==> src/rtl/bomb_countdown_core.sv <==
// Bomb countdown controller: N-digit BCD down-counter with preset, pause,
// defuse/strike handling, strike-accelerated ticking and 7-segment drive.
//
// state      | meaning
// S_IDLE     | after reset, waiting for start
// S_RUN      | counting down
// S_PAUSED   | prescaler and digits held, strikes still counted
// S_DEFUSED  | digits frozen, start re-arms
// S_BOOM     | detonated, blinking "-" until reset
module bomb_countdown_core #(
  parameter int DIGITS       = 4,
  parameter int TICK_CYCLES  = 50_000_000,
  parameter int BLINK_CYCLES = 25_000_000,
  parameter int MAX_STRIKES  = 3
) (
  input  logic                         i_clk,
  input  logic                         i_async_nreset,
  input  logic                         i_start,
  input  logic [$clog2(DIGITS+1)-1:0]  i_preset_len,
  input  logic                         i_pause,
  input  logic                         i_defuse,
  input  logic                         i_strike,
  output logic [4*DIGITS-1:0]          o_bcd,
  output logic [8*DIGITS-1:0]          o_seg_n,
  output logic [1:0]                   o_state,
  output logic [2:0]                   o_strikes,
  output logic                         o_defused,
  output logic                         o_exploded
);

  localparam int PLW = $clog2(DIGITS + 1);
  localparam int PW  = $clog2(TICK_CYCLES + 1);
  localparam int BW  = $clog2(BLINK_CYCLES + 1);

  typedef enum logic [2:0] {
    S_IDLE    = 3'd0,
    S_RUN     = 3'd1,
    S_PAUSED  = 3'd2,
    S_DEFUSED = 3'd3,
    S_BOOM    = 3'd4
  } state_t;

  state_t              r_state;
  state_t              w_state_nxt;
  logic [4*DIGITS-1:0] r_bcd;
  logic [PW-1:0]       r_presc;
  logic [2:0]          r_strikes;
  logic                r_blink;
  logic [BW-1:0]       r_btmr;

  logic                w_zero;
  logic                w_tick;
  logic                w_strike_max;
  logic [PW-1:0]       w_period_m1;

  function automatic logic [4*DIGITS-1:0] f_preset(input logic [PLW-1:0] len);
    int n;
    n = int'(len);
    if (n == 0) n = 1;
    if (n > DIGITS) n = DIGITS;
    f_preset = '0;
    for (int i = 0; i < DIGITS; i++) begin
      if (i < n) f_preset[4*i +: 4] = 4'd9;
    end
  endfunction

  // Borrow ripples up from digit 0; a zero digit wraps to 9 and keeps borrowing.
  function automatic logic [4*DIGITS-1:0] f_dec(input logic [4*DIGITS-1:0] d);
    logic borrow;
    f_dec  = d;
    borrow = 1'b1;
    for (int i = 0; i < DIGITS; i++) begin
      if (borrow) begin
        if (d[4*i +: 4] == 4'd0) begin
          f_dec[4*i +: 4] = 4'd9;
        end else begin
          f_dec[4*i +: 4] = d[4*i +: 4] - 4'd1;
          borrow          = 1'b0;
        end
      end
    end
  endfunction

  function automatic logic [7:0] f_seg(input logic [3:0] d);
    case (d)
      4'd0:    f_seg = 8'hC0;
      4'd1:    f_seg = 8'hF9;
      4'd2:    f_seg = 8'hA4;
      4'd3:    f_seg = 8'hB0;
      4'd4:    f_seg = 8'h99;
      4'd5:    f_seg = 8'h92;
      4'd6:    f_seg = 8'h82;
      4'd7:    f_seg = 8'hF8;
      4'd8:    f_seg = 8'h80;
      4'd9:    f_seg = 8'h90;
      default: f_seg = 8'hFF;
    endcase
  endfunction

  assign w_zero       = (r_bcd == '0);
  assign w_period_m1  = PW'((TICK_CYCLES >> r_strikes) - 1);
  assign w_tick       = (r_presc == w_period_m1);
  assign w_strike_max = ((r_strikes + 3'd1) == 3'(MAX_STRIKES));

  always_ff @(posedge i_clk or negedge i_async_nreset) begin
    if (!i_async_nreset) r_state <= S_IDLE;
    else                 r_state <= w_state_nxt;
  end

  always_comb begin
    w_state_nxt = r_state;
    case (r_state)
      S_IDLE, S_DEFUSED: begin
        if (i_start) w_state_nxt = S_RUN;
      end
      S_RUN: begin
        if (w_zero)                        w_state_nxt = S_BOOM;
        else if (i_defuse)                 w_state_nxt = S_DEFUSED;
        else if (i_strike && w_strike_max) w_state_nxt = S_BOOM;
        else if (i_pause)                  w_state_nxt = S_PAUSED;
      end
      S_PAUSED: begin
        if (i_strike && w_strike_max) w_state_nxt = S_BOOM;
        else if (i_pause)             w_state_nxt = S_RUN;
      end
      default: w_state_nxt = S_BOOM;
    endcase
  end

  always_comb begin
    o_state    = 2'd0;
    o_defused  = 1'b0;
    o_exploded = 1'b0;
    case (r_state)
      S_RUN:     o_state = 2'd1;
      S_PAUSED:  o_state = 2'd2;
      S_DEFUSED: begin
        o_state   = 2'd2;
        o_defused = 1'b1;
      end
      S_BOOM: begin
        o_state    = 2'd3;
        o_exploded = 1'b1;
      end
      default: o_state = 2'd0;
    endcase
    o_seg_n = '1;
    for (int i = 0; i < DIGITS; i++) begin
      if (r_state == S_BOOM) o_seg_n[8*i +: 8] = r_blink ? 8'hBF : 8'hFF;
      else                   o_seg_n[8*i +: 8] = f_seg(r_bcd[4*i +: 4]);
    end
  end

  assign o_bcd     = r_bcd;
  assign o_strikes = r_strikes;

  always_ff @(posedge i_clk or negedge i_async_nreset) begin
    if (!i_async_nreset) begin
      r_bcd     <= '0;
      r_presc   <= '0;
      r_strikes <= '0;
    end else begin
      case (r_state)
        S_IDLE, S_DEFUSED: begin
          if (i_start) begin
            r_bcd     <= f_preset(i_preset_len);
            r_presc   <= '0;
            r_strikes <= '0;
          end
        end
        S_RUN: begin
          // Zero and defuse freeze everything; a strike restarts the tick period.
          if (!w_zero && !i_defuse) begin
            if (i_strike) begin
              r_strikes <= r_strikes + 3'd1;
              r_presc   <= '0;
            end else if (!i_pause) begin
              if (w_tick) begin
                r_bcd   <= f_dec(r_bcd);
                r_presc <= '0;
              end else begin
                r_presc <= r_presc + PW'(1);
              end
            end
          end
        end
        S_PAUSED: begin
          if (i_strike) begin
            r_strikes <= r_strikes + 3'd1;
            r_presc   <= '0;
          end
        end
        default: begin
          r_bcd <= r_bcd;
        end
      endcase
    end
  end

  always_ff @(posedge i_clk or negedge i_async_nreset) begin
    if (!i_async_nreset) begin
      r_blink <= 1'b0;
      r_btmr  <= '0;
    end else if (r_state != S_BOOM) begin
      if (w_state_nxt == S_BOOM) begin
        r_blink <= 1'b1;
        r_btmr  <= '0;
      end
    end else if (r_btmr == BW'(BLINK_CYCLES - 1)) begin
      r_btmr  <= '0;
      r_blink <= ~r_blink;
    end else begin
      r_btmr <= r_btmr + BW'(1);
    end
  end

endmodule

==> config.mk <==
export PLATFORM = sky130hd
export DESIGN_NAME = bomb_countdown_core
export DESIGN_NICKNAME = d
export VERILOG_FILES = /design/src/rtl/bomb_countdown_core.sv
export SDC_FILE = /design/constraint.sdc
export NUM_CORES = 1
export LEC_CHECK = 0
export BUFFER_PORTS_ARGS = -buffer_cell sky130_fd_sc_hd__buf_2
export CORE_MARGIN = 1
export CORE_UTILIZATION = 60
export DETAILED_ROUTE_END_ITERATION = 12
export HOLD_SLACK_MARGIN = 0.08
export PLACE_DENSITY = 0.78
export REMOVE_ABC_BUFFERS = 1
export SYNTH_ARGS = -nofsm -noshare
export SYNTH_HDL_FRONTEND = slang
export SYNTH_SLANG_ARGS = --single-unit
export TNS_END_PERCENT = 1
==> constraint.sdc <==
create_clock -name i_clk -period 4.6 [get_ports i_clk]
set_input_delay 0.46 -clock i_clk [delete_from_list [all_inputs] [get_ports i_clk]]
set_output_delay 0.46 -clock i_clk [all_outputs]
set_load 0.01 [all_outputs]
==> metrics.txt, run 1 <==
Final Hold Fails 0; # rows 35; R2R cell count 13; VDD IR max 165 uV; Sequential Power Share 57.7%; maximum clock frequency 239 MHz; synth cell count leaders nand2_1, o21ai_0, dfrtp_1, nor2_1, a21oi_1; antenna violations before repair 1; core area 9420 um2; sequential share of the synthesized area 31.1%; Leak roughly 0.0027 uW; ratio of cells with drive above 1 in the final layout 13.1%; vias per std cell 6.28; synth warn 0; Die Width 102 um; max incr delay on CP 610 ps; first-pass GRT wire length 25700 um; Post-synth EDFFs 0; clk slew on worst S/H paths 80 ps; measured slew at the worst slew-check pin just under 1000 ps; P_sw 319 uW; postcts setup bufs 0; Setup crit end kind flip-flop; Rel. slew slack 35.5%; IO Port Bufs 59; Detailed Route WL around 15000 um; Seq cells post-synth 74; Comb power frac 6.1%; Crit Path Max Fanout 12; Die ar. between 10000 and 15000 um2; ant diodes 0; Clock Latency Late Sink between 300 and 400 ps; top-count cell post-synth nand2_1; Total GRT Usage about 31%; clock root cell clkbuf_8; kind of critical path reg2reg; sw frac 26.1%; DRT Pass-1 Iters 5; min cycle time layout approximately 4200 ps; fin crit share 90.9%; Primary FF master, synth dfrtp_1; GP Congestion 0.937; hold crit path type in2async; worst reg2reg path endpoint r_presc[21]; Mapped Avg Cell Area just under 8 um2; starting DRC count in detailed routing 467; Fin Hold WS around 260 ps; Die Ht 102 um; total CTS buffers 9; Avg WL per Cell between 15 and 20 um; IO Pins 64; initial core utilization 63.2%; synthesis-to-layout area growth 8.05%; clock skew 12.2 ps; crit path cell chain ha_1, ha_1, inv_1, ha_1, xnor2_1, a21oi_1, or4_4, nor4_4, o2111ai_4, o21ai_2, buf_4, nor3_1, a211o_1; clk buf depth 2; crit-path most repeated cell ha_1; reg2reg start o_strikes[0]; Util after Layout 68.3%; CTS tree done; htree depth 3; top post-synthesis cells by area dfrtp_1, ha_1, o21ai_0, nand2_1, nor2_1; global route total overflow 0; slowest CP cell dfrtp_1; Final ANT Viol Nets 0; CP required between 4000 and 5000 ps; largest net degree at the start of global routing 75; final instance area 6430 um2; Max-Cap Viols 0; placed instance area 6270 um2; final setup TNS 0 ps; top cell type by total area after synthesis dfrtp_1; status finished, final reports clean; Clk pwr share 36.3%; CTS resizes 0; Synth top area share 31.1%; drt drc 0; hold buffer count at CTS 0; CTS sink count 74; final setup fails 0; Mapped Cells 754; Overall Power 1220 uW; distinct cell type count after synthesis 78; unrepaired setup endpoints after global routing no; Max Transition Viols Final 0; DP Wirelength 10700 um; Reg2Reg Setup Slack 420 ps; vias between 5k and 6k; Startpoint Class flip-flop; post-synthesis cell area 5950 um2; P_int 905 uW; vias in the first global route 5312; P per Cell Area 190 nW/um2; CP arrival approximately 4400 ps; Nets 834; Async SR Flop Fraction 100%
cell usage in the layout, fill, tap and decap left out, types with 7 or more instances in the layout:
master     synthesis  layout
nand2_1           88      88
and3_1            14      14
o2bb2ai_1          7       7
nand2b_1           9       9
inv_1             35      35
nor3_1            23      23
dfrtp_1           74      74
a31oi_1            8       8
ha_1              34      34
a21oi_1           45      45
nand4_1            9       9
buf_4              6       7
a21o_1             8       8
or3_1              7       7
clkbuf_8           0      10
nand3_1           25      25
or2_2              8       8
xnor2_1           13      13
o31ai_1           15      15
nor2_1            74      74
o21ai_0           82      82
nor2b_1            7       7
xor2_1             9       9
a22o_1            12      12
buf_2              6      58
sequential cells by signal (all words and copies together) (netlist names):
register / cells
r_state: 3
o_bcd: 16
r_btmr: 25
r_blink: 1
r_presc: 26
o_strikes: 3
worst max-delay path by stage:
stage	startpoint	end	slack, ps	cells after the start
floorplan	o_strikes[2]	r_presc[11]	410	11
global placement	o_strikes[0]	r_presc[21]	610	13
detailed placement	o_strikes[0]	r_presc[21]	500	13
CTS	o_strikes[0]	r_presc[21]	470	13
global route	o_strikes[0]	r_presc[21]	200	13
finish	o_strikes[0]	r_presc[21]	420	13
power groups by stage:
stage / Sequential [uW] / Clock [uW] / Combinational, uW
floorplan: 710 / 0 / 42.8
global placement: 716 / 0 / 70.2
detailed placement: 717 / 0 / 74.0
CTS: 704 / 453 / 74.5
global route: 711 / 478 / 87.6
finish: 706 / 444 / 74.3
per-stage QoR:
| stage | setup slack [ps] | cells |
|---|---|---|
| final | 417 | 923 |
| after global routing | 201 | 923 |
| after CTS | 467 | 923 |
| after detailed placement | 501 | 909 |
| after global placement | 611 | 909 |
| after floorplan | 409 | 715 |
worst max-delay path, delay by kind of cell (launching register included):
kind | cells | cell delay (ps)
xor+xnor | 1 | 230
flops | 1 | 610
simple gates | 3 | 910
compound gates | 4 | 1050
fa+ha+maj | 3 | 910
buf+inv | 2 | 340
area by class of cell:
| type | instances | area [um2] |
|---|---|---|
| clock inverter | 3 | 17.5 |
| timing repair buffer | 65 | 343 |
| fill | 779 | 2990 |
| multi-input combinational | 605 | 3780 |
| inverter | 36 | 135 |
| tap | 129 | 161 |
| sequential | 74 | 1850 |
| clock buffer | 11 | 141 |
logic make-up after synthesis:
family,share of synthesized area (%)
AO/OA/AOI/OAI,26.0
other,0.0630
AND/OR/NAND/NOR,25.4
flip-flops,31.1
adder cells (fa/ha/maj),7.15
XOR/XNOR,3.24
buffers and inverters,5.55
multiplexers,1.41
metal layers:
layer  part of all wire [%]  vias to the layer above  GRT usage [%]
met1                     46                     2765           45.3
li1                       -                     2800              -
met2                     45                      214           47.1
met5                  0.060                        -              0
met3                    7.9                       17           5.73
met4                    1.0                        2           10.0
(Power assumes the default switching activity.)
==> inputs of run 2 (changes only) <==
CTS_BUF_LIST = sky130_fd_sc_hd__clkbuf_8   (was unset)
==> run 2 against run 1 <==
Effect of this change: sequential power about the same; setup slack got worse by 2.1 ps; utilization unchanged; global-route usage unchanged; largest cell class unchanged.
==> metrics.txt, run 2 (same netlist as run 1, synthesis figures left out) <==
starting DRC count in detailed routing 468 (was 467); ant diodes 0 (unchanged); htree depth 3 (unchanged); IO Port Bufs 59 (unchanged); DP Wirelength 10700 um (unchanged); area of the multi-input gates 3780 um2 (unchanged); Clock Latency Late Sink 350 ps (about the same); DRT Pass-1 Iters 5 (unchanged); Avg WL per Cell 16.2 um (was 16.3 um); VDD IR max 166 uV (was 165 uV); CTS resizes 0 (unchanged); initial core utilization 63.2% (unchanged); FF/Latch Area 1850 um2 (unchanged); Die Width 102 um (unchanged); Die Ht 102 um (unchanged); antenna violations before repair 1 (unchanged); vias 5767 (was 5798); status finished, final reports clean (unchanged); Detailed Route WL 15000 um (about the same); Leak 0.00274 uW (about the same); ratio of cells with drive above 1 in the final layout 13.1% (unchanged); Final Hold Fails 0 (unchanged); Final ANT Viol Nets 0 (unchanged); Total GRT Usage 31.2% (unchanged); global route total overflow 0 (unchanged); R2R cell count 13 (unchanged); Crit Path Max Fanout 12 (unchanged); final setup TNS 0 ps (unchanged); synthesis-to-layout area growth 8.05% (unchanged); clk slew on worst S/H paths 80 ps (about the same); measured slew at the worst slew-check pin 960 ps (was 967 ps); Reg with most FFs r_presc (unchanged); final instance area 6430 um2 (unchanged); GP Congestion 0.937 (unchanged); CTS sink count 74 (unchanged); maximum clock frequency 239 MHz (about the same); min cycle time layout 4190 ps (was 4180 ps); clock skew 12.3 ps (was 12.2 ps); most frequent cells in the layout nand2_1, o21ai_0, nor2_1, dfrtp_1, buf_2 (unchanged); placed instance area 6270 um2 (unchanged); hold crit path type in2async (unchanged); kind of critical path reg2reg (unchanged); clock root cell clkbuf_8 (unchanged); CP required 4820 ps (about the same); vias in the first global route 5312 (unchanged); unrepaired setup endpoints after global routing no (unchanged); drt drc 0 (unchanged); final setup fails 0 (unchanged); Max Transition Viols Final 0 (unchanged); clk buf depth 2 (unchanged); IO Pins 64 (unchanged); # rows 35 (unchanged); Nets 834 (unchanged); fin crit share 91.0% (was 90.9%); largest net degree at the start of global routing 75 (unchanged); vias per std cell 6.25 (was 6.28); Die ar. 10300 um2 (unchanged); Rel. slew slack 36.0% (was 35.5%); Setup crit end kind flip-flop (unchanged); postcts setup bufs 0 (unchanged); max reg flops 26 (unchanged); total CTS buffers 9 (unchanged); Max-Cap Viols 0 (unchanged); core area 9420 um2 (unchanged); hold buffer count at CTS 0 (unchanged); CP arrival 4410 ps (about the same); CTS tree done (unchanged); Startpoint Class flip-flop (unchanged); commonest non-fill, non-tap cell in the layout nand2_1 (unchanged); fill count 779 (unchanged); P per Cell Area 190 nW/um2 (about the same); first-pass GRT wire length 25700 um (unchanged)
==> run 2: cell count changes in the layout (fill, tap and decap cells not counted) <==
cell,before,now
inv_1,35,36
clkbuf_1,1,0
==> run 2: final timing paths <==
check	startpoint	end	slack, ps
worst min register to register	r_btmr[5]	r_btmr[5]	480
worst max register to register	o_strikes[0]	r_presc[21]	410
worst min-delay path	i_async_nreset	r_presc[13]	260
min in group i_clk	i_preset_len[2]	o_bcd[12]	390
worst max-delay path	o_strikes[0]	r_presc[21]	410
max in group asynchronous	i_async_nreset	o_bcd[1]	3710
==> run 2: area by class of cell <==
class	count	share of cell area, %
Multi-Input combinational cell	605	58.8
Timing Repair Buffer	65	5.33
Clock inverter	4	0.331
Tap cell	129	2.51
Inverter	36	2.10
Clock buffer	10	2.14
Sequential cell	74	28.8
==> run 2: metal layers <==
| layer | GRT usage, % | share of wire (%) | wire (um) |
|---|---|---|---|
| met2 | 47.1 | 46 | 6850 |
| met4 | 10.0 | 1.0 | 151 |
| met5 | 0 | 0.060 | 9 |
| met1 | 45.3 | 45 | 6820 |
| met3 | 5.73 | 7.8 | 1160 |
==> run 2: per-stage QoR <==
step | total power (uW) | hold WS (ps) | utilization, % | setup slack (ps) | instances
2_1_floorplan | 753 | 164 | - | 409 | 715
3_3_place_gp | 786 | 461 | 66.6 | 611 | 909
3_5_place_dp | 791 | 472 | 66.6 | 501 | 909
4_1_cts | 1230 | 294 | 68.3 | 467 | 923
5_1_grt | 1270 | 326 | 68.3 | 201 | 923
6_report | 1220 | 258 | 68.3 | 415 | 923
==> run 2: worst max-delay path: stages, from the launching register on <==
cell and delay [ps]:
dfrtp_1 620, ha_1 370, ha_1 300, inv_1 80, ha_1 250, xnor2_1 230, a21oi_1 110, or4_4 530
nor4_4 320, o2111ai_4 240, o21ai_2 430, buf_4 260, nor3_1 60, a211o_1 270
==> run 2: power breakdown <==
part | total (uW) | leakage (uW) | switching (uW) | internal [uW]
Sequential | 706 | 0.000996 | 31.2 | 674
Combinational | 74.2 | 0.00166 | 47.0 | 27.2
Clock | 441 | 0.0000852 | 240 | 201
==> inputs of run 3 (changes only) <==
ABC_AREA = 1   (was unset)
CTS_CLUSTER_DIAMETER = 150   (was unset)
==> run 3 against run 2 <==
Effect of this change: utilization down 1.4 points; critical endpoint is now o_bcd[2]; largest power group is now combinational logic; setup slack better by 720 ps; critical path type unchanged; first-iteration DRC count up 32%.
==> metrics.txt, run 3 <==
ratio of cells with drive above 1 in the final layout 11.8% (was 13.1%); Max Transition Viols Final 0 (unchanged); global route total overflow 0 (unchanged); GP Congestion 0.988 (was 0.937); clk slew on worst S/H paths 90 ps (was 80 ps); largest net degree at the start of global routing 75 (unchanged); VDD IR max 580 uV (was 166 uV); unrepaired setup endpoints after global routing no (unchanged); # rows 37 (was 35); sw frac 52.7% (was 26.1%); clock root cell clkbuf_8 (unchanged); Startpoint Class flip-flop (unchanged); Reg with most FFs r_presc (unchanged); Setup crit end kind flip-flop (unchanged); fill count 955 (was 779); Clock Latency Late Sink 380 ps (was 350 ps); worst reg2reg path endpoint o_bcd[2] (was r_presc[21]); CTS sink count 74 (unchanged); Comb power frac 62.1% (was 6.1%); starting DRC count in detailed routing 619 (was 468); drt drc 0 (unchanged); clk buf depth 2 (unchanged); clock skew 17.9 ps (was 12.3 ps); Overall Power 3960 uW (was 1220 uW); Clk pwr share 14.2% (was 36.1%); Util after Layout 66.9% (was 68.3%); core area 10300 um2 (was 9420 um2); Leak 0.00332 uW (was 0.00274 uW); min cycle time layout 3460 ps (was 4190 ps); Post-synth EDFFs 0 (unchanged); CTS resizes 0 (unchanged); top post-synthesis cells by area dfrtp_1, nand2_1, inv_1, ha_1, nand3_1 (was dfrtp_1, ha_1, o21ai_0, nand2_1, nor2_1); Mapped Avg Cell Area 6.65 um2 (was 7.89 um2); Nets 1043 (was 834); P per Cell Area 575 nW/um2 (was 190 nW/um2); Sequential Power Share 23.7% (was 57.8%); Total GRT Usage 32.9% (was 31.2%); status finished, final reports clean (unchanged); fin crit share 75.3% (was 91.0%); R2R cell count 17 (was 13); IO Pins 64 (unchanged); distinct cell type count after synthesis 41 (was 78); Synth top area share 29.3% (was 31.1%); DP Wirelength 12800 um (was 10700 um); Die ar. 11000 um2 (was 10300 um2); commonest non-fill, non-tap cell in the layout nand2_1 (unchanged); Die Width 105 um (was 102 um); CP required 4850 ps (was 4820 ps); vias per std cell 5.79 (was 6.25); slowest CP cell dfrtp_1 (unchanged); ant diodes 0 (unchanged); postcts setup bufs 0 (unchanged); post-synthesis cell area 6330 um2 (was 5950 um2); crit-path most repeated cell nand2_1 (was ha_1); CTS tree done (unchanged); Mapped Cells 951 (was 754); Primary FF master, synth dfrtp_1 (unchanged); total CTS buffers 9 (unchanged); top-count cell post-synth nand2_1 (unchanged); vias in the first global route 5844 (was 5312); synth cell count leaders nand2_1, inv_1, nor2_1 (was nand2_1, o21ai_0, dfrtp_1, nor2_1, a21oi_1); DRT Pass-1 Iters 6 (was 5); initial core utilization 61.6% (was 63.2%); hold buffer count at CTS 0 (unchanged); final setup fails 0 (unchanged); Seq cells post-synth 74 (unchanged); CP arrival 3710 ps (was 4410 ps); Final Hold Fails 0 (unchanged); Max-Cap Viols 0 (unchanged); cell family with most CP delay simple AND/OR/NAND/NOR gates (was compound AO/OA/AOI/OAI gates); synthesis-to-layout area growth 8.66% (was 8.05%); measured slew at the worst slew-check pin 1020 ps (was 960 ps); Async SR Flop Fraction 100% (unchanged); Avg WL per Cell 15.4 um (was 16.2 um); Crit Path Max Fanout 39 (was 12); CP Buf/Inv Count 2 (unchanged); most frequent cells in the layout nand2_1, inv_1, nor2_1 (was nand2_1, o21ai_0, nor2_1, dfrtp_1, buf_2); vias 6610 (was 5767); P_int 1870 uW (was 903 uW); Final ANT Viol Nets 0 (unchanged); maximum clock frequency 289 MHz (was 239 MHz); synth warn 0 (unchanged); reg2reg start o_strikes[2] (was o_strikes[0]); htree depth 3 (unchanged); antenna violations before repair 0 (was 1); Detailed Route WL 17500 um (was 15000 um); top cell type by total area after synthesis dfrtp_1 (unchanged); sequential share of the synthesized area 29.3% (was 31.1%); crit path cell chain ha_1, inv_1, ha_1, inv_1, nand2_1, nand2_1, nand2_1, nor2_1, nand2_1, nor2_1, nand3_1, nor2_2, nand3_4, nand2_4, nand3_4, nand2_1, nand2_1 (was ha_1, ha_1, inv_1, ha_1, xnor2_1, a21oi_1, or4_4, nor4_4, o2111ai_4, o21ai_2, buf_4, nor3_1, a211o_1); IO Port Bufs 59 (unchanged); hold crit path type in2async (unchanged); max reg flops 26 (unchanged); first-pass GRT wire length 28700 um (was 25700 um); kind of critical path reg2reg (unchanged); final setup TNS 0 ps (unchanged); max incr delay on CP 960 ps (was 620 ps); Rel. slew slack 31.7% (was 36.0%); P_sw 2090 uW (was 318 uW); Reg2Reg Setup Slack 1140 ps (was 410 ps); Die Ht 105 um (was 102 um)
==> run 3: changes by cell type after synthesis, sizes merged, moves of 11 or more <==
cell	previous run	this run
nand3	25	84
xnor2	13	2
o22ai	3	28
o21ai	86	68
nand2	88	268
a21oi	46	24
nand4	9	40
o31ai	16	1
and3	14	0
nor2	74	106
a22o	12	0
clkbuf	27	9
inv	35	119
==> run 3: cell type report <==
type | count | area, um2 | share of cell area [%]
clock buffers | 9 | 124 | 1.80
clock inverters | 7 | 86.3 | 1.26
inverters | 120 | 450 | 6.55
multi-input cells | 732 | 3870 | 56.2
flip-flops and latches | 74 | 1850 | 26.9
well taps | 136 | 170 | 2.47
repair buffers | 63 | 328 | 4.77
==> run 3: power groups by stage <==
stage                     Clock [uW]  Combinational, uW  Sequential [uW]
final                            564               2460              938
after global routing             598               2730              959
after CTS                        572               2430              932
after detailed placement           0               2410              943
after global placement             0               2390              944
after floorplan                    0               1610              925
==> run 3: logic make-up (layout without fill, tap and decap cells) <==
group,Yosys count,count (layout),share of synthesized area [%]
DFF,74,74,29.3
xor gates and xnor gates,15,15,2.08
adders and majority gates,34,34,6.72
and+or+nand+nor,538,538,38.1
AOI/OAI and AO/OA,141,141,13.8
buffers and inverters,148,199,9.98
other,1,4,0.0593
==> run 3: worst max path at each step <==
stage	from	to	slack, ps	depth (start not counted)
finish	o_strikes[2]	o_bcd[2]	1140	17
detailed placement	o_strikes[2]	r_blink	1190	9
floorplan	o_bcd[0]	r_presc[6]	860	13
global placement	o_strikes[2]	o_bcd[2]	1310	17
global route	o_strikes[2]	r_blink	820	9
CTS	o_strikes[2]	r_blink	1170	9
==> run 3: stage by stage <==
step / instance area (um2) / hold WS [ps] / cells / setup WS, ps
2_1_floorplan: 6160 / 164 / 926 / 855
3_3_place_gp: 6670 / 512 / 1125 / 1310
4_1_cts: 6880 / 269 / 1141 / 1170
5_1_grt: 6880 / 299 / 1141 / 821
6_report: 6880 / 208 / 1141 / 1140
3_5_place_dp: 6670 / 517 / 1125 / 1190
==> run 3: worst reg2reg max path: stages (launching register included) <==
cell and delay [ps]:
dfrtp_1 960, ha_1 340, inv_1 80, ha_1 310
inv_1 60, nand2_1 40, nand2_1 60, nand2_1 60
nor2_1 90, nand2_1 60, nor2_1 100, nand3_1 100
nor2_2 140, nand3_4 150, nand2_4 480, nand3_4 160
nand2_1 100, nand2_1 50
==> run 3: per-layer routing <==
metal,global-route usage [%],vias up,share of wire [%]
li1,-,3246,-
met1,47.1,3053,46
met2,49.5,285,44
met3,7.11,26,9.0
met4,9.56,0,1.2
met5,0,-,0
